File: src/rtl/nn_pkg.sv
// nn_pkg: shared image-loader sizes, byte type and FSM state encodings
package nn_pkg;
   localparam int IMG_LEN = 256;
   localparam int ADR_LEN = 9;
   typedef logic [7:0] UINT_8;
   typedef enum logic [1:0] {WAIT_SOF, FILL, HOLD} wr_state_t;
   typedef enum logic {IDLE, BUSY} rd_state_t;
endpackage

File: src/rtl/img_bank.sv
// img_bank: ping-pong image banks, wsel picks the write bank, the other is read
module img_bank
   import nn_pkg::*;
#(
   parameter int    IMG_LEN  = nn_pkg::IMG_LEN,
   parameter int    ADR_LEN  = nn_pkg::ADR_LEN,
   parameter UINT_8 BIAS_VAL = 8'h00,
   parameter int    AW       = $clog2(IMG_LEN)
) (
   input  logic               clk,
   input  logic               wsel,
   input  logic               we,
   input  logic [AW-1:0]      wadr,
   input  UINT_8              wdata,
   input  logic [ADR_LEN-1:0] radr,
   output UINT_8              rdata
);
   UINT_8 bank0_q [IMG_LEN];
   UINT_8 bank1_q [IMG_LEN];
   logic [AW-1:0] ra;
   assign ra = radr[AW-1:0];
   // write only into the bank the NN is not reading; contents are never reset
   always_ff @(posedge clk) begin
      if (we && wsel) bank1_q[wadr] <= wdata;
      if (we && !wsel) bank0_q[wadr] <= wdata;
   end
   // out-of-image addresses return the bias byte
   always_comb begin
      rdata = (int'(radr) < IMG_LEN) ? (wsel ? bank0_q[ra] : bank1_q[ra]) : BIAS_VAL;
   end
endmodule

File: src/rtl/img_loader.sv
// img_loader: streams pixel frames into a ping-pong buffer and hands full images to the NN
module img_loader #(
   parameter int         IMG_LEN  = nn_pkg::IMG_LEN,
   parameter int         ADR_LEN  = nn_pkg::ADR_LEN,
   parameter logic [7:0] BIAS_VAL = 8'h00
) (
   input  logic               clk,
   input  logic               reset,
   input  logic               pix_valid,
   input  logic               pix_sof,
   input  logic [7:0]         pix_data,
   output logic               pix_ready,
   input  logic [ADR_LEN-1:0] rd_adr,
   output logic [7:0]         rd_data,
   output logic               img_start,
   input  logic               nn_done,
   output logic               busy,
   output logic               err_short
);
   import nn_pkg::*;
   localparam int AW = $clog2(IMG_LEN);
   localparam logic [AW-1:0] LAST = AW'(IMG_LEN - 1);
   wr_state_t wst_q, wst_d;
   rd_state_t rds_q, rds_d;
   logic wsel_q, wsel_d, err_q, err_d, start_q, start_d;
   logic [AW-1:0] wcnt_q, wcnt_d, wadr;
   logic we, beat, frame_done, swap;
   // state registers; reset abandons any partial frame and frees the read bank
   always_ff @(posedge clk or posedge reset) begin
      if (reset) begin
         wst_q   <= WAIT_SOF;
         rds_q   <= IDLE;
         wsel_q  <= 1'b0;
         wcnt_q  <= '0;
         err_q   <= 1'b0;
         start_q <= 1'b0;
      end else begin
         wst_q   <= wst_d;
         rds_q   <= rds_d;
         wsel_q  <= wsel_d;
         wcnt_q  <= wcnt_d;
         err_q   <= err_d;
         start_q <= start_d;
      end
   end
   // write/read FSM next state; a swap hands the filled bank to the NN
   always_comb begin
      wst_d      = wst_q;
      rds_d      = rds_q;
      wsel_d     = wsel_q;
      wcnt_d     = wcnt_q;
      err_d      = err_q;
      start_d    = 1'b0;
      we         = 1'b0;
      wadr       = wcnt_q;
      frame_done = 1'b0;
      swap       = 1'b0;
      pix_ready  = wst_q != HOLD;
      beat       = pix_valid && pix_ready;
      case (wst_q)
         WAIT_SOF: if (beat && pix_sof) begin
            we     = 1'b1;
            wadr   = '0;
            wcnt_d = AW'(1);
            wst_d  = FILL;
         end
         FILL: if (beat) begin
            we = 1'b1;
            if (pix_sof) begin
               wadr   = '0;
               wcnt_d = AW'(1);
               err_d  = 1'b1;
            end else if (wcnt_q == LAST) frame_done = 1'b1;
            else wcnt_d = wcnt_q + 1'b1;
         end
         HOLD: swap = nn_done;
         default: wst_d = WAIT_SOF;
      endcase
      if (frame_done) begin
         wst_d = HOLD;
         swap  = rds_q == IDLE || nn_done;
      end
      if (swap) begin
         wsel_d  = ~wsel_q;
         wst_d   = WAIT_SOF;
         wcnt_d  = '0;
         rds_d   = BUSY;
         start_d = 1'b1;
      end else if (rds_q == BUSY && nn_done) rds_d = IDLE;
   end
   assign img_start = start_q;
   assign busy      = rds_q == BUSY;
   assign err_short = err_q;
   img_bank #(.IMG_LEN(IMG_LEN), .ADR_LEN(ADR_LEN), .BIAS_VAL(BIAS_VAL), .AW(AW)) u_bank (
      .clk   (clk),
      .wsel  (wsel_q),
      .we    (we),
      .wadr  (wadr),
      .wdata (pix_data),
      .radr  (rd_adr),
      .rdata (rd_data)
   );
endmodule

File: config.mk
export PLATFORM = sky130hd
export DESIGN_NAME = img_loader
export DESIGN_NICKNAME = d
export VERILOG_FILES = /design/src/rtl/nn_pkg.sv /design/src/rtl/img_bank.sv /design/src/rtl/img_loader.sv
export SDC_FILE = /design/constraint.sdc
export NUM_CORES = 2
export LEC_CHECK = 0
export BUFFER_PORTS_ARGS = -buffer_cell sky130_fd_sc_hd__buf_4
export CAP_MARGIN = 5
export CELL_PAD_IN_SITES_DETAIL_PLACEMENT = 2
export CELL_PAD_IN_SITES_GLOBAL_PLACEMENT = 2
export CORE_MARGIN = 4
export CORE_UTILIZATION = 57
export CTS_BUF_LIST = sky130_fd_sc_hd__clkbuf_4 sky130_fd_sc_hd__clkbuf_8
export CTS_CLUSTER_DIAMETER = 40
export DETAILED_ROUTE_END_ITERATION = 16
export HOLD_SLACK_MARGIN = 0.06
export PLACE_DENSITY_LB_ADDON = 0.2
export SYNTH_ARGS = -nofsm -noshare
export SYNTH_HDL_FRONTEND = slang
export SYNTH_SLANG_ARGS = --single-unit
File: constraint.sdc
create_clock -name clk -period 7.72 [get_ports clk]
set_input_delay 0.772 -clock clk [delete_from_list [all_inputs] [get_ports clk]]
set_output_delay 0.772 -clock clk [all_outputs]
set_load 0.05 [all_outputs]
==> results.md, run 1 <==
- Io pins: 34
- Ys flop type: edfxtp_1
- GPL Wtd Cong: slightly below 0.9
- Halt Stage: 3_5_place_dp
- Stop err: Error: detail_place.tcl, 38 bad optional access
- Netlist cell types: 79
- Sequential share of the synthesized area: 0.7681
- Rows: 194
- Outcome: did not finish
- Initial core utilization: 0.5738
- Cell area after synthesis: around 160000 sq um
- Top cells by area, synth: edfxtp_1 (77%), mux4_2 (9.9%), mux2i_1 (3.6%), nor2_1 (1.5%), a22oi_1 (1.1%)
- Die width: between 500 and 600 microns
- Asr flop ratio synth: 0.003406
- FF+latch count, synth: 4110
- Port Buf Inserts: 33
- Die Y: ~540 microns
- Yosys top cell by area: edfxtp_1
- Post-Synthesis Cells: 7976
- Yosys warns: 0
- EDFF count, synth: 4096
- Avg Inst Size Synth: 20.13 sq um
- Mapped Nets: around 8000
- Yosys top cell area share: 0.7660
cells in the mapped netlist (58+ instances only):
cell         n
a21oi_1    119
a22oi_1    237
buf_2      119
buf_4       79
buf_6       58
clkbuf_1   151
edfxtp_1  4096
mux2i_1    583
mux4_2     708
nand2_1    197
nand3_1    125
nor2_1     645
nor3_1      69
o21ai_0     75
o221ai_1   103
o22ai_1     81
metrics by stage:
step / hold WS [ps] / instances / setup slack, ps / area, sq um
2_1_floorplan: 473.6 / 7976 / 3478 / 160600
3_3_place_gp: 472.7 / 11460 / 1364 / 164600
cells by family after synthesis:
| family | after synthesis | share of synthesized area |
|---|---|---|
| buf+inv | 496 | 0.02013 |
| compound gates | 807 | 0.03565 |
| xor+xnor | 1 | 0.00005455 |
| flops | 4110 | 0.7681 |
| fa+ha+maj | 1 | 0.00007791 |
| simple gates | 1220 | 0.03352 |
| mux | 1341 | 0.1424 |
==> run 2, diff against run 1 <==
CELL_PAD_IN_SITES_DETAIL_PLACEMENT = default   (was 2)
CELL_PAD_IN_SITES_GLOBAL_PLACEMENT = default   (was 2)
CORE_UTILIZATION = 40   (was 57)
CTS_BUF_LIST = default   (was sky130_fd_sc_hd__clkbuf_4 sky130_fd_sc_hd__clkbuf_8)
CTS_CLUSTER_DIAMETER = default   (was 40)
HOLD_SLACK_MARGIN = default   (was 0.06)
PLACE_DENSITY_LB_ADDON = 0.15   (was 0.2)
==> run 2 against run 1 <==
The flow now finishes without violations. Synthesized area did not move. Synthesized cell count unchanged.
==> results.md, run 2 <==
- Outcome: complete, no violations (was did not finish)
- Via count: just over 80000
- Netlist cell types: 79 (unchanged)
- R2R depth: 4
- Via/cell ratio: a little under 6
- Die footprint: slightly above 400000 sq um
- RR Startpoint: wcnt_q[2]
- Clock Pin Slew Worst Setup and Hold Paths: around 60 ps
- Root Buffer: clkbuf_16
- Post-DP HPWL: approximately 280000 microns
- Yosys top cell by area: edfxtp_1 (unchanged)
- Hold Path Origin: pix_sof
- First-pass GRT wire length: 650000 microns
- Non-Filler Instances: roughly 14000
- DR pass1 iterations: 5
- Cell area after layout: around 180000 sq um
- GPL Wtd Cong: 0.8321 (was 0.8828)
- Post-DP Area: around 170000 sq um
- Sw Ratio: 0.2195
- Register share of total power: 0.522
- PnR Total Power: approximately 0.047 W
- Die Y: 641.6 microns (was 538.8 microns)
- Worst Max-Slew Pin Slew: ~1500 ps
- Wire per inst: ~34 microns
- FF-to-FF End: u_bank.bank0_q[144][3]
- Routed wire length: approximately 470000 microns
- RSZ-0062 raised after global routing: false
- Proportion of power drawn by combinational gates: 0.050
- Initial core utilization: 0.4017 (was 0.5738)
- Cell-by-cell trace of the critical path: buf_16 > buf_12 > buf_4 > mux2i_1 > o221ai_1 > a21oi_1 > nor3_1 > nor3b_1 > nor3_1 > buf_4 > nor2_1 > o211ai_1 > buf_4
- Largest regs: u_bank.bank0_q (2048), u_bank.bank1_q (2048), wcnt_q (8)
- Number of global-route vias before repair: 81690
- Peak VDD IR: between 0.0002 and 0.00025 V
- Setup CP Type: in2out
- Crit path max-delay family: buffers and inverters
- Clock Latency Late Sink: 970 ps
- Multi-input logic area: 34220 sq um
- Final #Nets: just over 8000
- FF+latch count, synth: 4110 (unchanged)
- Post-Synthesis Cells: 7976 (unchanged)
- Io pins: 34 (unchanged)
- Hold depth: 3
- Power per cell area: ~260 nW/um^2
- Minimum clock period: roughly 6700 ps
- Post-CTS Setup Bufs: 0
- Drt drc: 0
- Initial antenna violation count: 32
- CP bufs+invs: 5
- Clk_skew: 57.73 ps
- GR Util All Layers: 0.2233
- Ys flop type: edfxtp_1 (unchanged)
- Commonest cells in the synthesized netlist: edfxtp_1 (4096), mux4_2 (708), nor2_1 (645) (unchanged)
- Max_cap viols: 0
- Commonest non-fill, non-tap cell in the layout: edfxtp_1
- Avg Inst Size Synth: 20.13 sq um (unchanged)
- Clock share of power: 0.429
- Most frequent cells in the layout: edfxtp_1 (4096), mux4_2 (708), nor2_1 (639)
- Post-cts resize count: 0
- Die width: 641.6 microns (was 538.8 microns)
- Port Buf Inserts: 33 (unchanged)
- Slowest-stage cell, CP: nor3_1
- Worst hold endpoint: wst_q[0]
- Fillers: ~34000
- Yosys top cell area share: 0.7660 (unchanged)
- Clock Tree Buf Depth: 4
- CP max FO: 61
- ANT nets after route: 0
- Most frequent cell after synthesis: edfxtp_1 (unchanged)
- GRT Residual Overflow: 0
- Total core area: approximately 400000 sq um
- Top cells by area, synth: edfxtp_1 (77%), mux4_2 (9.9%), mux2i_1 (3.6%), nor2_1 (1.5%), a22oi_1 (1.1%) (unchanged)
- Asr flop ratio synth: 0.003406 (unchanged)
- Final period utilization: 0.8692
- Placed cell count: approximately 13000
- EDFF count, synth: 4096 (unchanged)
- Worst Hold Class: in2reg
- Yosys warns: 0 (unchanged)
- Area growth syn-to-layout: 12.25%
- Startpoint types: input pin
- Sequential share of the synthesized area: 0.7681 (unchanged)
- Rows: 232 (was 194)
- Final Hold Fails: 0
- Register Area: 123300 sq um
- CP most frequent cell: buf_4
- Slew margin rel.: 0.02792
- CP Capture Type: output pin
- Final Util: 0.4509
- Cell area after synthesis: 160600 sq um (unchanged)
- Mapped Nets: 7999 (unchanged)
- CTS HTree Levels: 5
- Net Switching: 0.01034 W
- CTS sink count: roughly 4100
- Max Clk Rate: roughly 0.15 GHz
- Worst EP arrival: a little under 6000 ps
- Largest net degree at the start of global routing: 200
- Cell Int Power: ~0.037 W
- Clock buffer count from CTS: roughly 430
- Final setup fails: 0
- LEAKAGE: 56.17 nW
- Final TNS setup: 0 ps
- WP data required: slightly below 7000 ps
- Iteration-0 DRC Markers: 9916
- R2R Setup Slk: approximately 3600 ps
- CTS tree: done
- Layout cell share with drive strength beyond 1: 0.1905
- Post-CTS Hold Fix Bufs: 2
- Max Slew Vio Count: 0
- Max stage delay on crit path: 760 ps
[run 2: cell counts after synthesis]
No cell type changed its count.
[run 2: worst max-delay path by stage]
| stage | end | start | slack [ps] | depth (start not counted) |
|---|---|---|---|---|
| after floorplan | rd_data[4] | rd_adr[0] | 3480 | 13 |
| after global placement | rd_data[6] | rd_adr[3] | 1040 | 11 |
| after detailed placement | rd_data[6] | rd_adr[0] | 1190 | 13 |
| after CTS | rd_data[6] | rd_adr[0] | 1240 | 13 |
| after global routing | rd_data[6] | rd_adr[0] | 1080 | 13 |
| final | rd_data[6] | rd_adr[0] | 1010 | 13 |
[run 2: cell type report]
| type | count | share of cell area |
|---|---|---|
| Sequential cell | 4110 | 0.6843 |
| Clock inverter | 268 | 0.01283 |
| Multi-Input combinational cell | 3370 | 0.1898 |
| Antenna cell | 8 | 0.0001111 |
| Clock buffer | 525 | 0.06286 |
| Inverter | 9 | 0.0002082 |
| Timing Repair Buffer | 241 | 0.01327 |
| Tap cell | 5265 | 0.03655 |
[run 2: stage by stage]
stage               setup slack [ps]  hold WS, ps
detailed placement              1190        532.3
global placement                1041        512.6
global route                    1083        92.49
finish                          1010        121.9
floorplan                       3478        473.6
CTS                             1236        25.87
[run 2: tightest hold or removal path: cells and delay by family]
kind / cells / cell delay [ps]
AOI/OAI and AO/OA: 1 / 80
buffers and inverters: 1 / 110
and+or+nand+nor: 1 / 90
[run 2: kinds of logic (layout without fill, tap and decap cells)]
family / count (synthesis) / in the layout / share of synthesized area
multiplexers: 1341 / 1341 / 0.1424
buffers and inverters: 496 / 1043 / 0.02013
adder cells (fa/ha/maj): 1 / 1 / 0.00007791
XOR/XNOR: 1 / 1 / 0.00005455
other: 0 / 8 / 0
flip-flops: 4110 / 4110 / 0.7681
AO/OA/AOI/OAI: 807 / 807 / 0.03565
AND/OR/NAND/NOR: 1220 / 1220 / 0.03352
[run 2: power groups by stage]
stage,Clock (W),Combinational (W),Sequential [W]
3_5_place_dp,0,0.00236,0.0251
2_1_floorplan,0,0.00120,0.0250
5_1_grt,0.0215,0.00244,0.0246
6_report,0.0202,0.00234,0.0246
3_3_place_gp,0,0.00233,0.0250
4_1_cts,0.0206,0.00236,0.0246
[run 2: per-layer routing]
metal	vias to the layer above	track usage	part of all wire	routed length, microns
met5	-	0	0.000039	18
met4	4	0.06709	0.032	14810
met2	3164	0.3609	0.48	223400
met1	43670	0.3127	0.42	196100
met3	663	0.03579	0.069	32140
li1	33490	-	-	-
(Power assumes the default switching activity.)
